--- src/rtl/ov5640_sccb_wr.sv ---
// SCCB (I2C-style) single-register writer for the OV5640: sends DEVICE_ID, a 16-bit
// register address and an 8-bit value, MSB first, with one ACK slot after every byte.
module ov5640_sccb_wr #(
    parameter logic [7:0] DEVICE_ID = 8'h78,
    parameter int         CLK_DIV   = 25
) (
    input  logic        sys_clk,
    input  logic        sys_rst,
    input  logic        cfg_start,
    input  logic [23:0] cfg_data,
    output logic        cfg_end,
    output logic        busy,
    output logic        ack_err,
    output logic        scl,
    output logic        sda_oe,
    input  logic        sda_in
);

    localparam logic [2:0] S_IDLE  = 3'd0;
    localparam logic [2:0] S_START = 3'd1;
    localparam logic [2:0] S_BYTE  = 3'd2;
    localparam logic [2:0] S_ACK   = 3'd3;
    localparam logic [2:0] S_STOP  = 3'd4;
    localparam logic [2:0] S_DONE  = 3'd5;

    logic [2:0]  state_q, state_d;
    logic [9:0]  div_q, div_d;
    logic [1:0]  qtr_q, qtr_d;
    logic [3:0]  bit_q, bit_d;
    logic [1:0]  byte_q, byte_d;
    logic [23:0] data_q, data_d;
    logic        busy_q, busy_d;
    logic        cfg_end_q, cfg_end_d;
    logic        ack_err_q, ack_err_d;
    logic        scl_q, scl_d;
    logic        sda_oe_q, sda_oe_d;
    logic        tick;
    logic [7:0]  cur_byte;

    assign tick = (div_q == 10'(CLK_DIV - 1));

    always_comb begin
        state_d   = state_q;
        div_d     = tick ? 10'd0 : div_q + 10'd1;
        qtr_d     = tick ? qtr_q + 2'd1 : qtr_q;
        bit_d     = bit_q;
        byte_d    = byte_q;
        data_d    = data_q;
        busy_d    = busy_q;
        cfg_end_d = 1'b0;
        ack_err_d = ack_err_q;

        case (state_q)
            S_IDLE, S_DONE: begin
                div_d   = 10'd0;
                qtr_d   = 2'd0;
                state_d = S_IDLE;
                // DONE also accepts, which gives back-to-back writes with no idle gap
                if (cfg_start) begin
                    state_d   = S_START;
                    busy_d    = 1'b1;
                    ack_err_d = 1'b0;
                    data_d    = cfg_data;
                    byte_d    = 2'd0;
                    bit_d     = 4'd7;
                end
            end
            S_START: begin
                if (tick && qtr_q == 2'd3) begin
                    state_d = S_BYTE;
                    byte_d  = 2'd0;
                    bit_d   = 4'd7;
                end
            end
            S_BYTE: begin
                if (tick && qtr_q == 2'd3) begin
                    if (bit_q == 4'd0) state_d = S_ACK;
                    else               bit_d   = bit_q - 4'd1;
                end
            end
            S_ACK: begin
                // sample at the last sys_clk of q1, mid SCL-high
                if (tick && qtr_q == 2'd1 && sda_in) ack_err_d = 1'b1;
                if (tick && qtr_q == 2'd3) begin
                    if (byte_q == 2'd3) begin
                        state_d = S_STOP;
                    end else begin
                        state_d = S_BYTE;
                        byte_d  = byte_q + 2'd1;
                        bit_d   = 4'd7;
                    end
                end
            end
            S_STOP: begin
                if (tick && qtr_q == 2'd3) begin
                    state_d   = S_DONE;
                    cfg_end_d = 1'b1;
                    busy_d    = 1'b0;
                end
            end
            default: begin
                state_d = S_IDLE;
                busy_d  = 1'b0;
                div_d   = 10'd0;
                qtr_d   = 2'd0;
            end
        endcase

        case (byte_d)
            2'd0:    cur_byte = DEVICE_ID;
            2'd1:    cur_byte = data_d[23:16];
            2'd2:    cur_byte = data_d[15:8];
            default: cur_byte = data_d[7:0];
        endcase

        // outputs are decoded from the next state so the pins are plain flops
        case (state_d)
            S_START: begin
                scl_d    = (qtr_d != 2'd3);
                sda_oe_d = (qtr_d != 2'd0);
            end
            S_BYTE: begin
                scl_d    = (qtr_d == 2'd1) || (qtr_d == 2'd2);
                sda_oe_d = ~cur_byte[bit_d[2:0]];
            end
            S_ACK: begin
                scl_d    = (qtr_d == 2'd1) || (qtr_d == 2'd2);
                sda_oe_d = 1'b0;
            end
            S_STOP: begin
                scl_d    = (qtr_d != 2'd0);
                sda_oe_d = (qtr_d == 2'd0) || (qtr_d == 2'd1);
            end
            default: begin
                scl_d    = 1'b1;
                sda_oe_d = 1'b0;
            end
        endcase
    end

    always_ff @(posedge sys_clk or posedge sys_rst) begin
        if (sys_rst) begin
            state_q   <= S_IDLE;
            div_q     <= 10'd0;
            qtr_q     <= 2'd0;
            bit_q     <= 4'd0;
            byte_q    <= 2'd0;
            data_q    <= 24'd0;
            busy_q    <= 1'b0;
            cfg_end_q <= 1'b0;
            ack_err_q <= 1'b0;
            scl_q     <= 1'b1;
            sda_oe_q  <= 1'b0;
        end else begin
            state_q   <= state_d;
            div_q     <= div_d;
            qtr_q     <= qtr_d;
            bit_q     <= bit_d;
            byte_q    <= byte_d;
            data_q    <= data_d;
            busy_q    <= busy_d;
            cfg_end_q <= cfg_end_d;
            ack_err_q <= ack_err_d;
            scl_q     <= scl_d;
            sda_oe_q  <= sda_oe_d;
        end
    end

    assign cfg_end = cfg_end_q;
    assign busy    = busy_q;
    assign ack_err = ack_err_q;
    assign scl     = scl_q;
    assign sda_oe  = sda_oe_q;

endmodule

--- config.mk ---
export PLATFORM = sky130hd
export DESIGN_NAME = ov5640_sccb_wr
export DESIGN_NICKNAME = d
export VERILOG_FILES = /design/src/rtl/ov5640_sccb_wr.sv
export SDC_FILE = /design/constraint.sdc
export NUM_CORES = 1
export LEC_CHECK = 0
export ABC_CLOCK_PERIOD_IN_PS = 4700
export CORE_UTILIZATION = 45
export CTS_CLUSTER_SIZE = 30
export DETAILED_ROUTE_END_ITERATION = 8
export PLACE_DENSITY_LB_ADDON = 0.1
export SYNTH_ARGS = -nofsm -noshare
export SYNTH_HDL_FRONTEND = slang
export SYNTH_SLANG_ARGS = --single-unit
--- constraint.sdc ---
create_clock -name sys_clk -period 4.7 [get_ports sys_clk]
set_input_delay 0.94 -clock sys_clk [delete_from_list [all_inputs] [get_ports sys_clk]]
set_output_delay 0.94 -clock sys_clk [all_outputs]
set_load 0.05 [all_outputs]
==> Word level (Yosys, flattened, before mapping) <==
Index checks and enable logic that the tools add are counted.
{ "word_totals": {"elab_cells": 103, "output_inout_bits": 5, "reg_bits": 50, "input_bits": 28} }
{ "classes": {"n_addsub": 4, "mux": 39, "n_reduce_logical": 19, "n_bitwise": 2, "eq_ne": 26, "magnitude_cmp": 1} }
{ "ops": {"columns": ["cell", "count"], "rows": [
  ["24-bit 2-to-1 mux", 2],
  ["4-bit 2-to-1 mux", 6],
  ["8-bit one-hot mux with 3 select lines", 1],
  ["10-bit 2-to-1 mux", 2],
  ["3-bit 2-to-1 mux", 6],
  ["2-bit inequality test, second input constant", 9],
  ["4-bit one-hot mux with 4 select lines", 1],
  ["3-bit one-hot mux with 5 select lines", 1],
  ["3-bit by 2-bit == test with 1-bit output, second input constant", 4],
  ["2-bit 2-to-1 mux", 6],
  ["10-bit by 1-bit adder with 10-bit output, second input constant", 1],
  ["10-bit by 5-bit == test with 1-bit output, second input constant", 1],
  ["3-bit == test, second input constant", 3],
  ["1-bit one-hot mux with 3 select lines", 3],
  ["2-bit == test, second input constant", 4],
  ["1-bit 2-to-1 mux", 8],
  ["7-bit AND reduction", 1],
  ["2-bit by 1-bit == test with 1-bit output, second input constant", 3],
  ["3-bit by 1-bit == test with 1-bit output, second input constant", 2],
  ["2-bit one-hot mux with 3 select lines", 1],
  ["3-bit AND reduction", 2],
  ["2-bit by 1-bit adder with 2-bit output, second input constant", 2],
  ["2-bit logical NOT", 2],
  ["4-bit logical NOT", 1],
  ["other kinds (13)", 19]
]} }

==> Logic depth before layout (Yosys ltp) <==
{ "logic_depth": {"ltp_word": 10, "ltp_mapped": 13, "depth_no_buf": 12} }

==> Worst setup path after synthesis <==
No wires, ideal clock.
{ "synth_timing": {"path_kind": "in2reg", "start": "input cfg_start", "end": "register sda_oe_q (netlist: sda_oe)", "t_required_ns": 4.620, "cell_stages": 10, "arrival_time_ns": 2.574, "setup_slack_ns": 2.046, "n_path_buf": 3, "setup_ns": 0.080, "cell_sequence": "clkbuf_1 and3b_1 buf_6 buf_2 mux2_2 o21ai_1 o21ai_1 a22oi_1 nand3_1 o211ai_2"} }
{ "synth_via": {"elab_cells_between_ends": 19, "classes_between": "5 x eq/ne; 12 x mux; 1 x bitwise; 1 x reduce/logical"} }
{ "synth_rtl": {"columns": ["item", "line", "rtl"], "rows": [
  ["start, declared", "9", "input logic cfg_start,"],
  ["24-bit 2-to-1 mux", "59", "if (cfg_start) begin"],
  ["24-bit 2-to-1 mux", "53", "case (state_q)"],
  ["via data_d[16]", "31", "logic [23:0] data_q, data_d;"],
  ["8-bit one-hot mux with 3 select lines", "109", "case (byte_d)"],
  ["1-bit binary-select mux with 3-bit select", "124", "sda_oe_d = ~cur_byte[bit_d[2:0]];"],
  ["1-bit 2-to-1 mux (implied by the code)", "124", null],
  ["1-bit inverter", "124", null],
  ["1-bit one-hot mux with 3 select lines", "117", "case (state_d)"],
  ["via sda_oe_d", "36", "logic sda_oe_q, sda_oe_d;"],
  ["end signal, assigned", "165", "sda_oe_q <= sda_oe_d;"],
  ["end, declared", "36", null]
]} }
The timed path passes the listed nets, and every way through them passes these cells. The select of a mux whose other input is x is not followed.
A chain may end at the register's enable or synchronous reset.

==> Worst setup path after layout <==
Same ends and word-level chain as after synthesis.

==> results.json <==
{
  "overflow": 0,
  "grt_max_degree": 51,
  "grt_pass1_vias": 2004,
  "synth_area_leaders": "dfrtp_1, mux2_2, nor2_1",
  "clockBufferDepth": 2,
  "crit_type": "in2reg",
  "vias": 2122,
  "hold_buffers": 0,
  "seq_area_sq_um": 1250,
  "post_cts_resized": 0,
  "clkLatencyLatePin_ns": 0.31,
  "final-setup-viol-count": 0,
  "ios": 33,
  "syn_inst": 277,
  "fmax_mhz": 300,
  "first_iter_violations": 138,
  "muxShareOfSynthArea_pct": 10.0,
  "worstMarginPinSlew_ns": 1.02,
  "drcViolationCount": 0,
  "synth_top_family_by_area": "simple AND/OR/NAND/NOR gates",
  "synthXorXnorAreaFrac_pct": 3.99,
  "max_slew_margin_pct": 31.6,
  "yosys.area_share.simple_pct": 20.5,
  "r2r_setup_slack_ns": 1.76,
  "ys_async_sr_fraction_pct": 100,
  "slew_viol_final": 0,
  "cp.arrival_ns": 3.56,
  "drive_above_1_share_pct": 17.4,
  "grt_pass1_wl_mm": 9.83,
  "status": "completed",
  "ant_nets": 0,
  "clk_pin_slew_ns": 0.10,
  "port_buffers": 32,
  "hpwlAfterDp_mm": 4.16,
  "die_x_um": 81.1,
  "whs_ns": 0.495,
  "routedWlPerCell_um": 15.4,
  "post_cts_buffers": 0,
  "area_growth_syn_to_layout_pct": 15.7,
  "drt_wl_total_mm": 5.83,
  "end_kind": "flop",
  "maxCapViolations": 0,
  "hold_violations": 0,
  "vias_per_cell": 5.58,
  "synth_flop_cell": "dfrtp_1",
  "rsz0062_at_grt": "false",
  "ys_types": 58,
  "ir_drop_mv": 0.240,
  "final.period_utilization_pct": 70.9,
  "required_ns": 4.93,
  "p_leak_nw": 1.44,
  "ys_warn_count": 0,
  "row_count": 28,
  "antenna_found_initial": 0,
  "ys_seq_area_share_pct": 44.4,
  "clockRootBuffer": "clkbuf_8",
  "cts_tree": "done",
  "coreArea_sq_um": 5990,
  "start_util_pct": 47.1,
  "synth-adder-area-share_pct": 3.55,
  "synth_top_cell_by_area": "dfrtp_1",
  "first_pass_iters": 4,
  "synth-compound-area-share_pct": 11.9,
  "die_area_sq_um": 6580,
  "synth_nets": 313,
  "fin_tns_setup_ns": 0,
  "crit_fanout": 13,
  "synth_area_sq_um": 2820,
  "timing.final.crit_period_ns": 3.33,
  "ys_ff_latch": 50,
  "syn_avg_cell_area_sq_um": 10.2,
  "gp_congestion": 0.785,
  "multiInputGateArea_sq_um": 1410,
  "diodes": 0,
  "yosys.area.top_type_share_pct": 43.5,
  "crit_path_start_kind": "input port",
  "cts_buffers": 5,
  "fill_cells": 539,
  "nets": 340,
  "clock-sinks": 50,
  "die_h_um": 81.1,
  "hold_path.class": "reg2reg",
  "htree_num_levels": 2,
  "gr-usage-all-layers_pct": 19.8,
  "final.setup_skew_ns": 0.00844,
  "p_per_area_nw_per_um2": 357,
  "synth_edf_count": 0
}
-- final timing paths --
path	cells after the start	from	to
setup / recovery	9	cfg_start	sda_oe
hold / removal	1	ack_err	ack_err
setup reg to reg	9	state_q[2]	sda_oe
hold reg to reg	1	ack_err	ack_err
max in group asynchronous	2	sys_rst	state_q[0]
min in group asynchronous	2	sys_rst	ack_err
-- layout make-up --
| class | instances | area share [%] |
|---|---|---|
| clock buffers | 6 | 2.22 |
| clock inverters | 2 | 1.15 |
| inverters | 18 | 2.07 |
| multi-input cells | 196 | 43.2 |
| flip-flops and latches | 50 | 38.4 |
| well taps | 75 | 2.88 |
| repair buffers | 33 | 10.0 |
-- critical path, cell delays in order --
cell and delay (ns):
clkdlybuf4s50_1 0.65, and3b_1 0.66, buf_4 0.33, mux2_2 0.37
o21ai_0 0.15, o21ai_0 0.10, a22oi_1 0.16, nand3_1 0.12
o211ai_2 0.07
-- flip-flops by register name, indices dropped and copies added (netlist names) --
name	flops
data_q	24
busy	1
cfg_end	1
bit_q	4
state_q	3
qtr_q	2
sda_oe	1
scl	1
ack_err	1
byte_q	2
div_q	10
-- metal layers --
metal | vias up | track usage (%) | wire (um)
met5 | - | 0 | 0
met4 | 0 | 7.14 | 104
met3 | 12 | 3.37 | 278
met2 | 63 | 27.6 | 2580
met1 | 1021 | 30.3 | 2870
li1 | 1026 | - | -
-- synth_stat cells (2+ instances only) --
cell type	n
dfrtp_1	49
nor2_1	31
mux2_2	22
nand3_1	20
inv_1	16
nand2_1	15
nor3_1	9
o21ai_0	9
ha_1	8
a21oi_1	7
xnor2_1	7
clkbuf_1	5
buf_6	4
nor4_1	4
xor2_1	4
a22oi_1	3
and3_1	3
and3b_1	3
nand2b_1	3
o211ai_1	3
o21ai_1	3
a21o_1	2
a21oi_4	2
and3_2	2
buf_2	2
buf_4	2
inv_2	2
mux2i_1	2
nand3b_1	2
nand4b_1	2
nor2b_2	2
o21a_1	2
o31ai_1	2
-- report_power, final --
part | switching (mW) | total (mW) | internal [mW]
registers | 0.0632 | 0.559 | 0.496
clock network | 0.148 | 0.307 | 0.159
logic | 0.152 | 0.298 | 0.145
-- stage by stage --
step | area (sq um) | setup slack, ns | instances | utilization [%] | total power, mW
2_1_floorplan | 2820 | 2.05 | 277 | - | 0.778
3_3_place_gp | 3150 | 1.16 | 372 | 52.6 | 0.862
3_5_place_dp | 3150 | 1.09 | 372 | 52.6 | 0.865
4_1_cts | 3260 | 1.40 | 380 | 54.4 | 1.18
5_1_grt | 3260 | 1.23 | 380 | 54.4 | 1.24
6_report | 3260 | 1.37 | 380 | 54.4 | 1.16
-- cell usage in the layout (no fill, tap or decap), types with 2 or more instances in the layout --
| cell type | instances |
|---|---|
| a21o_1 | 2 |
| a21oi_1 | 7 |
| a21oi_4 | 2 |
| a22oi_1 | 3 |
| and3_1 | 3 |
| and3_2 | 2 |
| and3b_1 | 3 |
| clkbuf_8 | 5 |
| clkdlybuf4s50_1 | 32 |
| dfrtp_1 | 49 |
| ha_1 | 8 |
| inv_1 | 15 |
| inv_2 | 3 |
| mux2_2 | 22 |
| mux2i_1 | 2 |
| nand2_1 | 15 |
| nand2b_1 | 3 |
| nand3_1 | 20 |
| nand3b_1 | 2 |
| nand4b_1 | 2 |
| nor2_1 | 31 |
| nor2b_2 | 2 |
| nor3_1 | 9 |
| nor4_1 | 4 |
| o211ai_1 | 3 |
| o21a_1 | 2 |
| o21ai_0 | 9 |
| o21ai_1 | 3 |
| o31ai_1 | 2 |
| xnor2_1 | 7 |
| xor2_1 | 4 |
-- cell families after synthesis --
family | Yosys count
AOI/OAI and AO/OA | 45
xor gates and xnor gates | 12
adders and majority gates | 8
buffers and inverters | 31
DFF | 50
muxes | 25
and+or+nand+nor | 106
No activity file was read; power rests on OpenSTA's default activity.
